===== src/rtl/accel_filter.sv =====
// rtl/accel_filter.sv - per-channel moving-average conditioning stage with saturating output
module accel_filter #(
    parameter int NCH        = 3,
    parameter int IN_W       = 16,
    parameter int OUT_W      = 10,
    parameter int LOG2_DEPTH = 2
) (
    input  logic                  clk,
    input  logic                  rst,
    input  logic                  in_valid,
    input  logic [NCH*IN_W-1:0]   in_data,
    input  logic                  freeze,
    output logic [NCH*OUT_W-1:0]  out_data,
    output logic                  out_valid,
    output logic                  busy,
    output logic                  primed,
    output logic                  overrun
);
    localparam int DEPTH = 1 << LOG2_DEPTH;
    localparam int SUM_W = IN_W + LOG2_DEPTH;
    localparam int IDX_W = (LOG2_DEPTH > 0) ? LOG2_DEPTH : 1;
    localparam int CH_W  = (NCH > 1) ? $clog2(NCH) : 1;
    localparam int CNT_W = LOG2_DEPTH + 1;

    typedef enum logic [1:0] {S_IDLE, S_RD, S_UPD, S_DONE} state_t;

    state_t                   state_q, state_d;
    logic [CH_W-1:0]          ch_q, ch_d;
    logic [IDX_W-1:0]         wr_idx_q, wr_idx_d;
    logic [CNT_W-1:0]         cnt_q, cnt_d;
    logic [NCH*IN_W-1:0]      in_q;
    logic signed [IN_W-1:0]   old_q;
    logic signed [IN_W-1:0]   buf_q [NCH][DEPTH];
    logic signed [SUM_W-1:0]  sum_q [NCH];
    logic [NCH*OUT_W-1:0]     out_q, out_next;
    logic                     out_valid_q, overrun_q, primed_q;

    logic signed [IN_W-1:0]   new_s;
    logic signed [SUM_W:0]    upd_sum;

    assign new_s   = in_q[ch_q*IN_W +: IN_W];
    // One guard bit so the add/subtract cannot wrap before the result settles back into SUM_W.
    assign upd_sum = (SUM_W+1)'(sum_q[ch_q]) + (SUM_W+1)'(new_s) - (SUM_W+1)'(old_q);

    assign wr_idx_d = (LOG2_DEPTH == 0) ? '0 : wr_idx_q + IDX_W'(1);
    assign cnt_d    = (cnt_q == CNT_W'(DEPTH)) ? cnt_q : cnt_q + CNT_W'(1);

    always_comb begin
        state_d = state_q;
        ch_d    = ch_q;
        case (state_q)
            S_IDLE: begin
                if (in_valid) begin
                    state_d = S_RD;
                    ch_d    = '0;
                end
            end
            S_RD:   state_d = S_UPD;
            S_UPD: begin
                if (ch_q == CH_W'(NCH - 1)) begin
                    state_d = S_DONE;
                end else begin
                    ch_d    = ch_q + CH_W'(1);
                    state_d = S_RD;
                end
            end
            S_DONE:  state_d = S_IDLE;
            default: state_d = S_IDLE;
        endcase
    end

    for (genvar c = 0; c < NCH; c++) begin : g_ch
        logic signed [SUM_W-1:0] shifted;
        logic signed [IN_W-1:0]  avg;
        assign shifted = sum_q[c] >>> LOG2_DEPTH;
        assign avg     = shifted[IN_W-1:0];
        if (OUT_W < IN_W) begin : g_sat
            localparam logic signed [IN_W-1:0] MAX_V = {{(IN_W-OUT_W+1){1'b0}}, {(OUT_W-1){1'b1}}};
            localparam logic signed [IN_W-1:0] MIN_V = ~MAX_V;
            assign out_next[c*OUT_W +: OUT_W] = (avg > MAX_V) ? MAX_V[OUT_W-1:0] :
                                                (avg < MIN_V) ? MIN_V[OUT_W-1:0] :
                                                avg[OUT_W-1:0];
        end else begin : g_ext
            assign out_next[c*OUT_W +: OUT_W] = OUT_W'(avg);
        end
    end

    always_ff @(posedge clk or negedge rst) begin
        if (!rst) begin
            state_q     <= S_IDLE;
            ch_q        <= '0;
            wr_idx_q    <= '0;
            cnt_q       <= '0;
            in_q        <= '0;
            old_q       <= '0;
            out_q       <= '0;
            out_valid_q <= 1'b0;
            overrun_q   <= 1'b0;
            primed_q    <= 1'b0;
            for (int c = 0; c < NCH; c++) begin
                sum_q[c] <= '0;
                for (int d = 0; d < DEPTH; d++) begin
                    buf_q[c][d] <= '0;
                end
            end
        end else begin
            state_q     <= state_d;
            ch_q        <= ch_d;
            out_valid_q <= 1'b0;
            if (in_valid && state_q != S_IDLE) begin
                overrun_q <= 1'b1;
            end
            case (state_q)
                S_IDLE: begin
                    if (in_valid) begin
                        in_q <= in_data;
                    end
                end
                S_RD:   old_q <= buf_q[ch_q][wr_idx_q];
                S_UPD: begin
                    sum_q[ch_q]           <= upd_sum[SUM_W-1:0];
                    buf_q[ch_q][wr_idx_q] <= new_s;
                end
                S_DONE: begin
                    wr_idx_q <= wr_idx_d;
                    cnt_q    <= cnt_d;
                    if (cnt_d == CNT_W'(DEPTH)) begin
                        primed_q <= 1'b1;
                    end
                    // Sums keep tracking while frozen; only the visible result is held.
                    if (!freeze) begin
                        out_q       <= out_next;
                        out_valid_q <= 1'b1;
                    end
                end
                default: ;
            endcase
        end
    end

    assign out_data  = out_q;
    assign out_valid = out_valid_q;
    assign busy      = (state_q != S_IDLE);
    assign primed    = primed_q;
    assign overrun   = overrun_q;
endmodule


===== config.mk =====
export PLATFORM = sky130hd
export DESIGN_NAME = accel_filter
export DESIGN_NICKNAME = d
export VERILOG_FILES = /design/src/rtl/accel_filter.sv
export SDC_FILE = /design/constraint.sdc
export NUM_CORES = 1
export LEC_CHECK = 0
export ABC_CLOCK_PERIOD_IN_PS = 9700
export BUFFER_PORTS_ARGS = -buffer_cell sky130_fd_sc_hd__buf_2
export CORE_MARGIN = 4
export CORE_UTILIZATION = 25
export CTS_CLUSTER_SIZE = 12
export DETAILED_ROUTE_END_ITERATION = 12
export MAX_ROUTING_LAYER = met4
export SLEW_MARGIN = 20
export SYNTH_ARGS = -nofsm -noshare
export SYNTH_HDL_FRONTEND = slang
export SYNTH_SLANG_ARGS = --single-unit

===== constraint.sdc =====
create_clock -name clk -period 9.7 [get_ports clk]
set_clock_uncertainty 0.15 [all_clocks]
set_input_delay 1.455 -clock clk [delete_from_list [all_inputs] [get_ports clk]]
set_output_delay 1.455 -clock clk [all_outputs]
set_load 0.03 [all_outputs]

==> parameters.txt <==
Parameter                              Value

Global route
  Number of antenna violations at the first check in global routing    1
  Pin count of the biggest net entering global routing    175
  First-pass GRT wire length    71.1 mm
  Total gr overflow    0
  Overall routing resource usage    12.7%
  Vias in the first global route    12.4k

Clock tree
  Count of H-tree levels built during CTS    2
  Clock-pin slew of the registers on the worst-case setup and hold paths    0.06 ns
  TritonCTS clock tree    built
  Total CTS buffers    39
  Number of buffers inserted to repair setup after CTS    0
  Clock latency of the later-clocked register in the worst-skew pair    0.55 ns
  TritonCTS Sinks    352
  Buffers from clock root to sink, at most    3
  Count of hold-fix buffers inserted at cts    0
  Resized cells post-CTS    0
  Root Buffer Master    sky130_fd_sc_hd__clkbuf_16

Routing
  Number of detailed-routing iterations run before antenna repair    5
  Routed WL    44.2 mm
  # DRC    0
  Via-per-instance ratio    4.73
  DRC violation total after the first TritonRoute iteration    964
  Final antenna-violating net count    0
  Routed via count    12.2k
  Drt wl/cell    17.2 um

Timing
  Share of the clock period used by the worst path after layout    59.4%
  Final setup viols    0
  Clock period minus final worst setup slack    5.76 ns
  Final-report hold violation count    0
  Peak clock frequency supported by timing    173 MHz
  Max-slew violation count    0
  Unrepaired setup endpoints after global routing    false
  Min setup slack post-route    3.94 ns
  Slew HR    24.0%
  Setup TNS    0 ns
  Slew at the pin closest to its max-slew limit    1.14 ns

Die
  Horiz. Die Dim    266 um
  Core footprint    0.0659 mm2
  Starting utilization of the core area    25.3%
  Cell Rows    94
  Vert. Die Dim    266 um
  I/O pin count    86
  Area of the die    0.0708 mm2

Worst setup path
  Launching point of the worst reg2reg path    ch_q[0]$_DFFE_PN0P_
  Crit path capture type    flip-flop
  Slack of the worst reg-to-reg path    3.94 ns
  Type of the worst setup path    flip-flop to flip-flop
  Critical-path maximum fanout    35
  Worst-case reg-to-reg path depth    13
  Nature of the critical path startpoint    flip-flop
  Data required time at the worst endpoint    9.95 ns
  Arrival time of the worst setup path    6.02 ns
  Start point of the critical path    ch_q[0]$_DFFE_PN0P_
  Endpoint of the worst-slack reg-to-reg timing path    g_ch[0].avg[15]$_DFFE_PN0P_

Synth
  Multiplexer share of the synthesized area    12.3%
  Top FF cell, synth    sky130_fd_sc_hd__dfrtp_1
  Largest family of logic cells by synthesized area    compound AO/OA/AOI/OAI gates
  Register area share after synthesis    52.9%
  Number of library cell types mapped by synthesis    55
  Post-synth EDFFs    0
  Synthesized-area fraction occupied by adder cells    4.15%
  Synth Net Count    1745
  Average cell area after synthesis    10.1 um2
  Fraction of synthesis flops using an asynchronous set or reset pin    100%
  Fraction of the mapped netlist area in simple logic gates    12.4%
  Cell Area, Synth    0.0167 mm2
  Post-Synth XOR/XNOR Area    0.578%
  Yosys synthesis warning count    0
  Seq cells post-synth    352
  Fraction of the mapped netlist area in compound gates    13.7%
  Number of cells produced by synthesis    1648

Placement
  Count of buffers from port buffering    85
  Pre-CTS setup slack    4.13 ns
  GP Congestion    0.864
  Dpl hpwl    28.5 mm
  Dpl cells    2508

Cells and area
  Area occupied by registers    0.00881 mm2
  Total area of multi-input combinational cells    0.00721 mm2
  Fin nets    1782
  Final Util    29.1%
  Share of cells above drive strength 1    16.7%
  Most common cell after layout, fill and taps aside    sky130_fd_sc_hd__nand2_1
  Final non-filler cell total    2578
  Fillers    6873
  # diodes    0
  Area overhead of the layout relative to synthesis    15.2%
  Commonest cells after routing, fill and taps aside    sky130_fd_sc_hd__nand2_1 (375), sky130_fd_sc_hd__dfrtp_1 (349), sky130_fd_sc_hd__o21ai_0 (288)

Worst hold path
  Hold worst-path end    overrun$_DFFE_PN0P_
  Class of the tightest hold or removal check    flip-flop to flip-flop
  WHS Path Cells    1
  Source of the worst hold timing path    overrun$_DFFE_PN0P_

Flow run
  Max-cap violations    0

Run status
  Result of the run    complete, no violations
flip-flops by register name, summed over array words and instances (netlist names):
signal	count
buf_q	192
ch_q	2
cnt_q	3
g_ch.avg	48
in_q	48
old_q	16
out_data	30
out_valid	1
overrun	1
primed	1
state_q	2
sum_q	6
wr_idx_q	2
worst max-delay path by stage:
stage | endpoint | cells after the start
after CTS | g_ch[0].avg[15]$_DFFE_PN0P_ | 13
after global placement | g_ch[0].avg[15]$_DFFE_PN0P_ | 13
after global routing | g_ch[0].avg[15]$_DFFE_PN0P_ | 13
final | g_ch[0].avg[15]$_DFFE_PN0P_ | 13
after floorplan | g_ch[0].avg[8]$_DFFE_PN0P_ | 14
after detailed placement | g_ch[0].avg[15]$_DFFE_PN0P_ | 13
cell usage after synthesis, drive strengths merged (3+ instances only):
master	instances	area, um2
o21a	8	68.8
buf	29	149
a21o	8	61.3
dfrtp	352	8810
clkbuf	89	335
o21ai	288	1440
mux2	50	563
mux2i	41	410
o31ai	7	57.6
and3	7	43.8
nor2b	3	18.8
and2	4	25.0
a21oi	82	410
o211ai	5	37.5
xnor2	6	52.6
or3	3	18.8
nand4	14	87.6
nor4	3	18.8
mux4	48	1080
xor2	5	43.8
ha	28	350
or2	4	25.0
o311a	3	30.0
o311ai	3	26.3
nor3	11	55.1
fa	17	340
inv	45	169
nand2	377	1420
a211o	3	26.3
nor2	73	274
nand3	12	60.1
worst max-delay path, stage by stage, from the launching register on:
cell and delay, ns:
sky130_fd_sc_hd__dfrtp_2 0.78, sky130_fd_sc_hd__buf_4 0.69, sky130_fd_sc_hd__nor2_2 0.04, sky130_fd_sc_hd__buf_4 0.29, sky130_fd_sc_hd__a21oi_1 0.81, sky130_fd_sc_hd__fa_1 0.56, sky130_fd_sc_hd__inv_1 0.07, sky130_fd_sc_hd__ha_1 0.29
sky130_fd_sc_hd__a21oi_1 0.63, sky130_fd_sc_hd__o211ai_1 0.23, sky130_fd_sc_hd__a21oi_1 0.29, sky130_fd_sc_hd__a31oi_1 0.12, sky130_fd_sc_hd__a311oi_1 0.42, sky130_fd_sc_hd__o21ai_0 0.16
stage by stage:
step,hold WS [ns],instance area [um2]
finish,0.313,19200
floorplan,0.295,16700
detailed placement,0.295,17900
global placement,0.285,17900
CTS,0.316,19200
global route,0.336,19200
area by class of cell:
cell class	count	area share (%)
Tap cell	864	5.63
Clock inverter	11	0.613
Multi-Input combinational cell	1132	37.6
Sequential cell	352	45.9
Timing Repair Buffer	114	3.47
Inverter	46	0.900
Clock buffer	59	5.84
layer usage:
metal	wire, um	track usage, %
met5	0	-
met4	1260	3.81
met3	2500	2.23
met2	20600	20.1
met1	19900	16.9
cells by family after synthesis:
logic type / Yosys count
AOI/OAI and AO/OA: 422
xor gates and xnor gates: 11
adders and majority gates: 45
buffers and inverters: 164
DFF: 352
muxes: 139
and+or+nand+nor: 515
Power is left out: the tool's default activity adds up to more than one toggle a clock period on the data nets, which glitch-free logic cannot reach.
